==> config.mk <==
export PLATFORM = sky130hd
export DESIGN_NAME = rptr_rempty_fwft
export DESIGN_NICKNAME = d
export VERILOG_FILES = /design/src/rtl/fifo_pkg.sv /design/src/rtl/fifo_out_skid.sv /design/src/rtl/rptr_rempty_fwft.sv
export SDC_FILE = /design/constraint.sdc
export NUM_CORES = 1
export LEC_CHECK = 0
export ABC_AREA = 0
export CORE_ASPECT_RATIO = 0.75
export CORE_MARGIN = 1.5
export CORE_UTILIZATION = 33
export CTS_CLUSTER_DIAMETER = 200
export CTS_CLUSTER_SIZE = 10
export DETAILED_ROUTE_END_ITERATION = 8
export PLACE_DENSITY = 0.56
export SLEW_MARGIN = 5
export SYNTH_ARGS = -nofsm -noshare
export SYNTH_HDL_FRONTEND = slang
export SYNTH_SLANG_ARGS = --single-unit
==> constraint.sdc <==
create_clock -name rclk -period 8.6 [get_ports rclk]
set_input_delay 2.15 -clock rclk [delete_from_list [all_inputs] [get_ports rclk]]
set_output_delay 2.15 -clock rclk [all_outputs]
set_load 0.05 [all_outputs]
==> src/rtl/fifo_pkg.sv <==
// Shared definitions for the async FIFO read and write domain controllers.
//   - Default address and data widths.
//   - Binary/Gray conversion helpers. They operate on a 32-bit container; the
//     caller zero-extends a narrower pointer and keeps the low AWIDTH+1 bits.
//     Zero-extension does not change either result in the low bits.
//   - Encoding of the occupancy of the read-side output stage.
package fifo_pkg;

  localparam int unsigned AWIDTH_DEF = 3;
  localparam int unsigned DWIDTH_DEF = 8;

  typedef enum logic [1:0] {
    OS_EMPTY = 2'd0,
    OS_ONE   = 2'd1,
    OS_TWO   = 2'd2
  } os_count_e;

  function automatic logic [31:0] bin2gray(input logic [31:0] bin);
    return bin ^ (bin >> 1);
  endfunction

  // Each binary bit is the XOR of all Gray bits at or above it.
  function automatic logic [31:0] gray2bin(input logic [31:0] gray);
    logic [31:0] bin;
    bin[31] = gray[31];
    for (int i = 30; i >= 0; i--) begin
      bin[i] = bin[i+1] ^ gray[i];
    end
    return bin;
  endfunction

endpackage

==> src/rtl/fifo_out_skid.sv <==
// Two-entry first-word-fall-through output stage of the FIFO read side.
// A synchronous memory returns data one cycle after its read enable; this stage
// captures that data and presents it on a valid/ready stream.
//   clk_i, rst_ni   clock and asynchronous active-low reset
//   mem_vld_i       rdata_i carries a word read in the previous cycle
//   rdata_i         memory read data
//   dout_ready_i    consumer accepts dout_o
//   dout_o          oldest held word (registered)
//   dout_valid_o    dout_o holds a word (registered)
//   count_o         words held (0..2), used by the upstream credit rule
module fifo_out_skid
  import fifo_pkg::*;
#(
  parameter int unsigned DWIDTH = DWIDTH_DEF
) (
  input  logic              clk_i,
  input  logic              rst_ni,
  input  logic              mem_vld_i,
  input  logic [DWIDTH-1:0] rdata_i,
  input  logic              dout_ready_i,
  output logic [DWIDTH-1:0] dout_o,
  output logic              dout_valid_o,
  output logic [1:0]        count_o
);

  os_count_e         count_q, count_d;
  logic [DWIDTH-1:0] dout_q, dout_d;
  logic [DWIDTH-1:0] skid_q, skid_d;
  logic              dout_valid_q;
  logic              pop;

  // Ready is ignored while nothing is held.
  assign pop = dout_valid_q & dout_ready_i;

  always_comb begin
    count_d = count_q;
    dout_d  = dout_q;
    skid_d  = skid_q;
    unique case (count_q)
      OS_EMPTY: begin
        if (mem_vld_i) begin
          dout_d  = rdata_i;
          count_d = OS_ONE;
        end
      end
      OS_ONE: begin
        if (mem_vld_i && !pop) begin
          skid_d  = rdata_i;
          count_d = OS_TWO;
        end else if (!mem_vld_i && pop) begin
          count_d = OS_EMPTY;
        end else if (mem_vld_i && pop) begin
          dout_d = rdata_i;
        end
      end
      OS_TWO: begin
        // A new word while full and not popping is excluded by the credit rule.
        if (pop) begin
          dout_d = skid_q;
          if (mem_vld_i) begin
            skid_d = rdata_i;
          end else begin
            count_d = OS_ONE;
          end
        end
      end
      default: count_d = OS_EMPTY;
    endcase
  end

  always_ff @(posedge clk_i or negedge rst_ni) begin
    if (!rst_ni) begin
      count_q      <= OS_EMPTY;
      dout_q       <= '0;
      skid_q       <= '0;
      dout_valid_q <= 1'b0;
    end else begin
      count_q      <= count_d;
      dout_q       <= dout_d;
      skid_q       <= skid_d;
      dout_valid_q <= (count_d != OS_EMPTY);
    end
  end

  assign dout_o       = dout_q;
  assign dout_valid_o = dout_valid_q;
  assign count_o      = count_q;

  overrun_a : assert property (@(posedge clk_i) disable iff (!rst_ni)
    !(count_q == OS_TWO && mem_vld_i && !pop));

endmodule

==> src/rtl/rptr_rempty_fwft.sv <==
// Read-domain controller of the async FIFO.
// Tracks the read pointer against the synchronised write pointer, produces
// registered empty / almost-empty flags, drives the memory read port and hides
// the one-cycle memory latency behind a first-word-fall-through stream.
//   rclk, rrst_n   read clock and asynchronous active-low reset
//   wptr_sync      Gray write pointer already synchronised into rclk
//   rdata_mem      memory read data, valid one cycle after ren
//   raddr          memory read address
//   ren            memory read enable (combinational)
//   rptr           registered Gray read pointer for the write domain
//   rempty         registered memory-empty flag
//   raempty        registered almost-empty flag (level <= AEMPTY_THR)
//   dout           head-of-stream data (registered)
//   dout_valid     dout holds a word
//   dout_ready     consumer accepts dout
module rptr_rempty_fwft
  import fifo_pkg::*;
#(
  parameter int unsigned AWIDTH     = AWIDTH_DEF,
  parameter int unsigned DWIDTH     = DWIDTH_DEF,
  parameter int unsigned AEMPTY_THR = 1
) (
  input  logic              rclk,
  input  logic              rrst_n,
  input  logic [AWIDTH:0]   wptr_sync,
  input  logic [DWIDTH-1:0] rdata_mem,
  output logic [AWIDTH-1:0] raddr,
  output logic              ren,
  output logic [AWIDTH:0]   rptr,
  output logic              rempty,
  output logic              raempty,
  output logic [DWIDTH-1:0] dout,
  output logic              dout_valid,
  input  logic              dout_ready
);

  localparam int unsigned PW = AWIDTH + 1;

  logic [PW-1:0] rbin_q, rbin_d;
  logic [PW-1:0] rptr_q, rptr_d;
  logic          rempty_q, rempty_d;
  logic          raempty_q, raempty_d;
  logic          mem_vld_q;

  logic [31:0]   rgnext_w, wbin_w;
  logic [PW-1:0] wbin, level;
  logic [1:0]    os_count;
  logic [2:0]    occupancy;
  logic          pop;
  logic          ren_w;
  logic          unused_hi;

  assign pop = dout_valid & dout_ready;

  // Words the output stage will hold after this edge, counting the one in flight.
  // A read is issued only if that leaves room for its data next cycle.
  assign occupancy = {1'b0, os_count} + {2'b00, mem_vld_q} - {2'b00, pop};
  assign ren_w     = ~rempty_q & (occupancy < 3'd2);

  always_comb begin
    rbin_d    = rbin_q + {{AWIDTH{1'b0}}, ren_w};
    rgnext_w  = bin2gray(32'(rbin_d));
    rptr_d    = rgnext_w[PW-1:0];
    // Gray equality stays exact across the pointer wrap.
    rempty_d  = (rptr_d == wptr_sync);
    wbin_w    = gray2bin(32'(wptr_sync));
    wbin      = wbin_w[PW-1:0];
    level     = wbin - rbin_d;
    raempty_d = (32'(level) <= AEMPTY_THR);
  end

  assign unused_hi = ^{rgnext_w[31:PW], wbin_w[31:PW]};

  always_ff @(posedge rclk or negedge rrst_n) begin
    if (!rrst_n) begin
      rbin_q    <= '0;
      rptr_q    <= '0;
      rempty_q  <= 1'b1;
      raempty_q <= 1'b1;
      mem_vld_q <= 1'b0;
    end else begin
      rbin_q    <= rbin_d;
      rptr_q    <= rptr_d;
      rempty_q  <= rempty_d;
      raempty_q <= raempty_d;
      mem_vld_q <= ren_w;
    end
  end

  fifo_out_skid #(
    .DWIDTH(DWIDTH)
  ) u_skid (
    .clk_i       (rclk),
    .rst_ni      (rrst_n),
    .mem_vld_i   (mem_vld_q),
    .rdata_i     (rdata_mem),
    .dout_ready_i(dout_ready),
    .dout_o      (dout),
    .dout_valid_o(dout_valid),
    .count_o     (os_count)
  );

  assign raddr   = rbin_q[AWIDTH-1:0];
  assign ren     = ren_w;
  assign rptr    = rptr_q;
  assign rempty  = rempty_q;
  assign raempty = raempty_q;

endmodule

======== After elaboration in Yosys (flattened, before gate mapping) ========
Cells that the tools add are included.
word-level totals
  word-level logic and storage cells ...... 58
  flip-flop bits (word level) ............. 30
operators by class
  equal/unequal tests ..................... 10
  add/sub/neg operators ................... 4
  bitwise gates (word level) .............. 7
  muxes and demuxes ....................... 15
  reduce and logical (&&, ||, !) cells .... 11
  $lt $le $gt $ge ......................... 2
operators with widths
  cell                                                            number
  two-way mux 8 bit                                               7
  one-hot mux 8 bit (3 select lines)                              1
  one-hot mux 8 bit (2 select lines)                              1
  two-way mux 2 bit                                               5
  inequality test 2 bit, second input constant                    5
  one-hot mux 2 bit (3 select lines)                              1
  AND reduction 6 bit                                             1
  adder 4 x 1 -> 4 bit                                            1
  == test 4 bit                                                   1
  less-or-equal comparator 4 x 1 -> 1 bit, second input constant  1
  inequality test 2 x 1 -> 1 bit, second input constant           2
  AND reduction 4 bit                                             1
  nonzero test 2 bit                                              2
  subtractor 4 bit                                                1
  bitwise XOR 4 x 3 -> 4 bit                                      1
  adder 2 x 1 -> 3 bit                                            1
  logical AND 1 bit                                               3
  less-than comparator 3 x 2 -> 1 bit, second input constant      1
  nonzero test 3 bit                                              1
  subtractor 3 x 1 -> 3 bit                                       1
  bitwise XOR 1 bit                                               3
  AND 1 bit                                                       2
  == test 2 x 1 -> 1 bit, second input constant                   1
  == test 2 bit, second input constant                            1
  3 further kinds                                                 4

======== Longest topological paths before layout ========
Gate-level depths: netlist of run 1.
  word-level depth ........................ 7
  depth in mapped cells ................... 14
  depth with buffers taken out ............ 14

======== Modules after synthesis ========
A second synthesis of run 1 with hierarchy kept.
second synthesis, totals
  cell total of the unflattened synthesis .. 134
  area, all modules ....................... 1507.7 um2
by module, submodules not included
  module            cells an instance  times used  area each (um2)
  fifo_out_skid     78                 1           847.1
  rptr_rempty_fwft  56                 1           660.6

======== Worst setup path after synthesis of run 1 ========
No wires, ideal clock.
  path kind ............................... input to output
  start point ............................. input port dout_ready
  end point ............................... output port ren
  cell stages on the path ................. 6
  arrival ................................. 4.403 ns
  path slack .............................. 2.047 ns
  cells stage by stage .................... nand2_1 nor2_1 o21ai_0 fa_1 xor2_1 nor3b_1
between the ends
  cells in the longest elaborated chain, start to end .. 4
RTL lines
  what                                 RTL line                text
  start: declaration                   rptr_rempty_fwft.sv:34  input logic dout_ready
  AND 1 bit                            rptr_rempty_fwft.sv:53  assign pop = dout_valid & dout_ready;
  subtractor 3 x 1 -> 3 bit            rptr_rempty_fwft.sv:57  assign occupancy = {1'b0, os_count} + {2'b00, mem_vld_q} - {2'b00, pop};
  less-than comparator 3 x 2 -> 1 bit  rptr_rempty_fwft.sv:58  assign ren_w = ~rempty_q & (occupancy < 3'd2);
  AND 1 bit                            rptr_rempty_fwft.sv:58
  end: declaration                     rptr_rempty_fwft.sv:28  output logic ren,
Every way passes these cells.

======== Final worst setup path of run 1 ========
Same ends and word-level chain as after synthesis.

==> results of run 1 <==
[critical path, delay by kind of cell]
kind            cells  cell delay (ps)
buf+inv             2             1390
xor+xnor            1              170
compound gates      1              160
simple gates        3              710
fa+ha+maj           1              410
[layout make-up]
cell class | instances | area (um2)
clock buffer | 8 | 80.1
fill | 409 | 2480
inverter | 4 | 17.5
multi-input combinational | 96 | 777
sequential | 29 | 728
tap | 57 | 71.3
timing repair buffer | 34 | 338
[worst paths after layout]
kind | from | cells past startpoint | slack [ps] | to
setup / recovery | dout_ready | 8 | 1460 | ren
hold / removal | u_skid.skid_q[1] | 1 | 510 | u_skid.skid_q[1]
setup reg to reg | u_skid.dout_valid_o | 13 | 4910 | raempty
hold reg to reg | u_skid.skid_q[1] | 1 | 510 | u_skid.skid_q[1]
max in group asynchronous | rrst_n | 2 | 6030 | rempty
min in group asynchronous | rrst_n | 2 | 2260 | u_skid.dout_o[1]
[cells by family after synthesis]
logic type               share of synthesized area
AND/OR/NAND/NOR                              0.128
buffers and inverters                       0.0353
AO/OA/AOI/OAI                                0.126
multiplexers                                0.0834
adder cells (fa/ha/maj)                     0.0658
flip-flops                                   0.467
XOR/XNOR                                    0.0946
[metal layers]
metal	share of wire	up-vias
li1	-	529
met1	0.50	533
met2	0.46	19
met3	0.033	2
met4	0.0068	0
met5	0	-
[synth_stat cells, drive strengths merged (2+ instances only)]
cell    count
mux2        8
o32ai       2
dfstp       2
xnor2      10
nor2       14
ha          5
o21ai       3
xor2        6
nor2b       3
fa          2
a31oi       9
buf         3
nand2      19
clkbuf      2
inv         4
a21boi      2
dfrtp      27
[registers in the layout, summed over array words and instances (netlist names)]
name                 cells
mem_vld_q                1
raempty                  1
rbin_q                   4
u_skid.dout_o            8
u_skid.skid_q            8
rempty                   1
rptr                     3
u_skid.dout_valid_o      1
u_skid.count_o           2
[stage by stage]
step                      instance area [um2]  cells
after floorplan                          1560    134
after global placement                   1930    220
after detailed placement                 1930    220
after CTS                                2010    228
after global routing                     2010    228
final                                    2010    228
==> summary.md, run 1 <==
| Metric | Value |
|---|---|
| Global-route wire length before repair | 5240 um |
| Largest net degree at the start of global routing | 30 |
| Synth top area share | 0.433 |
| Leading cell type in the layout, fill and taps excluded | sky130_fd_sc_hd__clkdlybuf4s50_1 |
| Maxcap violations | 0 |
| Commonest non-fill, non-tap cells in the layout | 33 x sky130_fd_sc_hd__clkdlybuf4s50_1, 27 x sky130_fd_sc_hd__dfrtp_1, 18 x sky130_fd_sc_hd__nand2_1 |
| Critical path startpoint category | primary input |
| Clock tree from TritonCTS | built |
| Later-pin clock latency in the skew report | 270 ps |
| Number of synthesized flops with an enable pin | 0 |
| Total congestion overflow after global routing | 0 |
| X dimension of the die | 82.4 um |
| Max Clock Skew | 3.28 ps |
| Hold buffer count at cts | 0 |
| Routed vias | 1,083 |
| Core region area | 0.00449 mm2 |
| Setup repair after global routing missed its margin | no |
| Met2 Track Usage GR | 0.198 |
| CTS Buffer Depth | 2 |
| Synthesized net count | 156 |
| Cts bufs inserted | 5 |
| Detailed-route DRC error count | 0 |
| Starting DRT DRC Count | 44 |
| Run status | finished, final reports clean |
| Starting Density | 0.347 |
| Number of gates resized after cts | 0 |
| Main flop type after synthesis | sky130_fd_sc_hd__dfrtp_1 |
| Layout cells sized above 1 | 0.175 |
| Syn Area/Cell | 11.6 um2 |
| Number of input and output port buffers inserted | 33 |
| Final-report hold violation count | 0 |
| Yosys top cell by area | sky130_fd_sc_hd__dfrtp_1 |
| Postcts setup bufs | 0 |
| Placement Setup Slack | 1410 ps |
| Layout Area Growth over Synthesis | 28.9% |
| Reg clk slew, reported paths | 60 ps |
| Grt met1 use | 0.189 |
| Gr usage total | 0.135 |
| Fraction of the yosys area taken by sequential cells | 0.467 |
| Number of setup violations in the final report | 0 |
| Via density per instance | 4.75 |
| H-tree levels | 2 |
| Capturing element type of the critical path | output port |
| Root Driver | sky130_fd_sc_hd__clkbuf_8 |
| Final net count | 192 |
| Critical-path top delay cell | sky130_fd_sc_hd__clkdlybuf4s50_1 |
| Netlist area before placement | 0.00156 mm2 |
| Number of global-route vias before repair | 1,105 |
| Number of placement rows | 21 |
| Top-level I/O count | 34 |
| Max FO, Critical Path | 5 |
| Slew at the pin with the worst max-slew slack | 735 ps |
| HPWL reported at the end of detailed placement | 2290 um |
| Fin. max-slew vios | 0 |
| Crit path arrival time | 4990 ps |
| Number of clock sinks | 29 |
| Final core utilization | 0.448 |
| Number of warnings issued by yosys | 0 |
| Share of synthesized registers carrying an async set or reset | 1.00 |
| HP Class | flip-flop to flip-flop |
| Cells along the critical path | clkdlybuf4s50_1, nand2_1, nor2_1, o21ai_0, fa_1, xor2_1, nor3b_1, clkdlybuf4s50_1 |
| Dominant cells by area after synthesis | sky130_fd_sc_hd__dfrtp_1 43%, sky130_fd_sc_hd__mux2_4 7.7%, sky130_fd_sc_hd__xnor2_1 5.1%, sky130_fd_sc_hd__nand2_1 4.3%, sky130_fd_sc_hd__ha_1 4.0% |
| Critical path required time | 6450 ps |
| Cell with the most instances on the worst path | sky130_fd_sc_hd__clkdlybuf4s50_1 |
| Antenna Cells | 0 |
| Worst Setup Slack, final | 1460 ps |
| Achievable Freq | 0.140 GHz |
| Final worst path period share | 0.831 |
| Routed wire length | 3090 um |
| Residual antenna-violating net count after detailed routing | 0 |
| Number of antenna violations at the first check in global routing | 0 |
| Largest incremental delay on the critical path | 870 ps |
| Max-Slew Margin vs Limit | 0.510 |
| Min cycle time layout | 7140 ps |
| Crit path kind | primary input to output port |
| Average wire per cell in the routed design | 13.5 um |
| First-pass iteration count of the detailed router | 4 |
| Synth Instances | 134 |
| Routability-driven placement congestion ratio | 0.780 |
| Die Span Y | 62.6 um |
| Most crowded layer after global routing | met2 |
| Full die area | 0.00515 mm2 |
| Number of distinct standard cells referenced by the synthesized netlist | 39 |
| Setup_tns | 0 ps |
| M3 GR Usage | 0.0423 |
| Post-synthesis register bit count | 29 |
| Worst Hold Slack | 512 ps |
Power of run 1 is not shown: default switching activity piles up to over one toggle a cycle in this logic, so the estimate is an artifact.
==> run 2, diff against run 1 <==
clock period = 7.4 ns   (was 8.6 ns; I/O delays follow)
==> summary.md, run 2 (synthesis gave the netlist of run 1 again) <==
| Metric | Value |
|---|---|
| Run status | finished, final reports clean |
| Crit path kind | primary input to output port |
| Maxcap violations | 0 (unchanged) |
| Number of clock sinks | 29 (unchanged) |
| First-pass iteration count of the detailed router | 4 (unchanged) |
| Routed wire length | 3110 um (+0.87%) |
| Number of placement rows | 21 (unchanged) |
| Setup_tns | 0 ps (unchanged) |
| Layout cells sized above 1 | 0.181 (+0.00585) |
| Root Driver | sky130_fd_sc_hd__clkbuf_8 |
| Starting Density | 0.347 (unchanged) |
| Leading cell type in the layout, fill and taps excluded | sky130_fd_sc_hd__clkdlybuf4s50_1 |
| Critical path required time | 5550 ps (-900 ps) |
| Hold buffer count at cts | 0 (unchanged) |
| Average wire per cell in the routed design | 13.7 um (+0.87%) |
| Die Span Y | 62.6 um (unchanged) |
| Starting DRT DRC Count | 47 (+6.8%) |
| Largest incremental delay on the critical path | 870 ps (about the same) |
| Detailed-route DRC error count | 0 (unchanged) |
| HPWL reported at the end of detailed placement | 2300 um (+0.39%) |
| Slew at the pin with the worst max-slew slack | 727 ps (-8.27 ps) |
| Number of gates resized after cts | 0 (unchanged) |
| Fillcell total | 410 (+0.24%) |
| Top-level I/O count | 34 (unchanged) |
| Number of global-route vias before repair | 1,154 (+4.4%) |
| Max Clock Skew | 5.13 ps (+1.85 ps) |
| Routability-driven placement congestion ratio | 0.780 (about the same) |
| Clock tree from TritonCTS | built |
| Crit path arrival time | 4700 ps (-290 ps) |
| Final-report hold violation count | 0 (unchanged) |
| Cell with the most instances on the worst path | sky130_fd_sc_hd__clkdlybuf4s50_1 |
| Setup repair after global routing missed its margin | no |
| Capturing element type of the critical path | output port |
| Residual antenna-violating net count after detailed routing | 0 (unchanged) |
| Cts bufs inserted | 5 (unchanged) |
| Full die area | 0.00515 mm2 (unchanged) |
| Critical-path top delay cell | sky130_fd_sc_hd__clkdlybuf4s50_1 |
| HP Class | flip-flop to flip-flop |
| Achievable Freq | 0.153 GHz |
| Commonest non-fill, non-tap cells in the layout | 33 x sky130_fd_sc_hd__clkdlybuf4s50_1, 27 x sky130_fd_sc_hd__dfrtp_1, 18 x sky130_fd_sc_hd__nand2_1 |
| Max FO, Critical Path | 5 (unchanged) |
| Reg clk slew, reported paths | 60 ps (about the same) |
| Routed vias | 1,102 (+1.8%) |
| Number of input and output port buffers inserted | 33 (unchanged) |
| H-tree levels | 2 (unchanged) |
| Number of setup violations in the final report | 0 (unchanged) |
| Cells along the critical path | clkdlybuf4s50_1, nand2_1, nor2_1, o21ai_0, fa_1, xor2_1, nor3b_1, clkdlybuf4s50_1 |
| Fin. max-slew vios | 0 (unchanged) |
| Min cycle time layout | 6550 ps |
| Final worst path period share | 0.885 |
| Antenna Cells | 0 (unchanged) |
| Gr usage total | 0.143 (+0.00781) |
| Postcts setup bufs | 0 (unchanged) |
| Area taken by multi-input logic gates | 777 um2 (unchanged) |
| Global-route wire length before repair | 5500 um (+5.0%) |
| Final net count | 192 (unchanged) |
| Largest net degree at the start of global routing | 30 (unchanged) |
| CTS Buffer Depth | 2 (unchanged) |
| Critical path startpoint category | primary input |
| Register Area | 728 um2 (unchanged) |
| Via density per instance | 4.83 (+1.8%) |
| Layout Area Growth over Synthesis | 29.6% |
| Total congestion overflow after global routing | 0 (unchanged) |
| Later-pin clock latency in the skew report | 280 ps (about the same) |
| Core region area | 0.00449 mm2 (unchanged) |
| X dimension of the die | 82.4 um (unchanged) |
| Number of antenna violations at the first check in global routing | 0 (unchanged) |
| Max-Slew Margin vs Limit | 0.516 (+0.00551) |
[run 2: cell types whose count changed in the layout (fill, tap and decap cells not counted)]
cell / delta
sky130_fd_sc_hd__clkbuf_1: -1
sky130_fd_sc_hd__clkbuf_8: +1
[run 2: cell type report]
| class | count | share of cell area |
|---|---|---|
| clock buffers | 8 | 0.0446 |
| inverters | 4 | 0.00866 |
| well taps | 57 | 0.0353 |
| flip-flops and latches | 29 | 0.360 |
| multi-input cells | 96 | 0.384 |
| repair buffers | 34 | 0.167 |
[run 2: critical path: cells and delay by family]
family / cells / cell delay, ps
buffers and inverters: 2 / 1390
and+or+nand+nor: 3 / 750
adders and majority gates: 1 / 400
xor gates and xnor gates: 1 / 170
AOI/OAI and AO/OA: 1 / 140
[run 2: worst paths after layout]
check	from	endpoint	slack, ps	cells past startpoint
max	dout_ready	ren	850	8
min in group asynchronous	rrst_n	u_skid.dout_o[3]	1950	2
min reg2reg	u_skid.skid_q[1]	u_skid.skid_q[1]	520	1
max in group asynchronous	rrst_n	rempty	5130	2
max reg2reg	u_skid.dout_valid_o	raempty	3720	13
min	u_skid.skid_q[1]	u_skid.skid_q[1]	520	1
[run 2: metrics by stage]
stage | hold slack (ps) | utilization | cell area, um2 | worst slack [ps] | cells
after global placement | 492 | 0.430 | 1930 | 948 | 220
after global routing | 526 | 0.450 | 2020 | 649 | 228
after detailed placement | 495 | 0.430 | 1930 | 798 | 220
final | 516 | 0.450 | 2020 | 850 | 228
after CTS | 514 | 0.450 | 2020 | 800 | 228
after floorplan | 481 | - | 1560 | 1450 | 134
[run 2: routing by layer]
layer	wire length (um)	global-route usage	vias up
met4	57	0.0530	0
li1	-	-	528
met5	0	0	-
met3	126	0.0584	7
met1	1520	0.196	549
met2	1410	0.199	18
Power of run 2 is left out for the same reason.
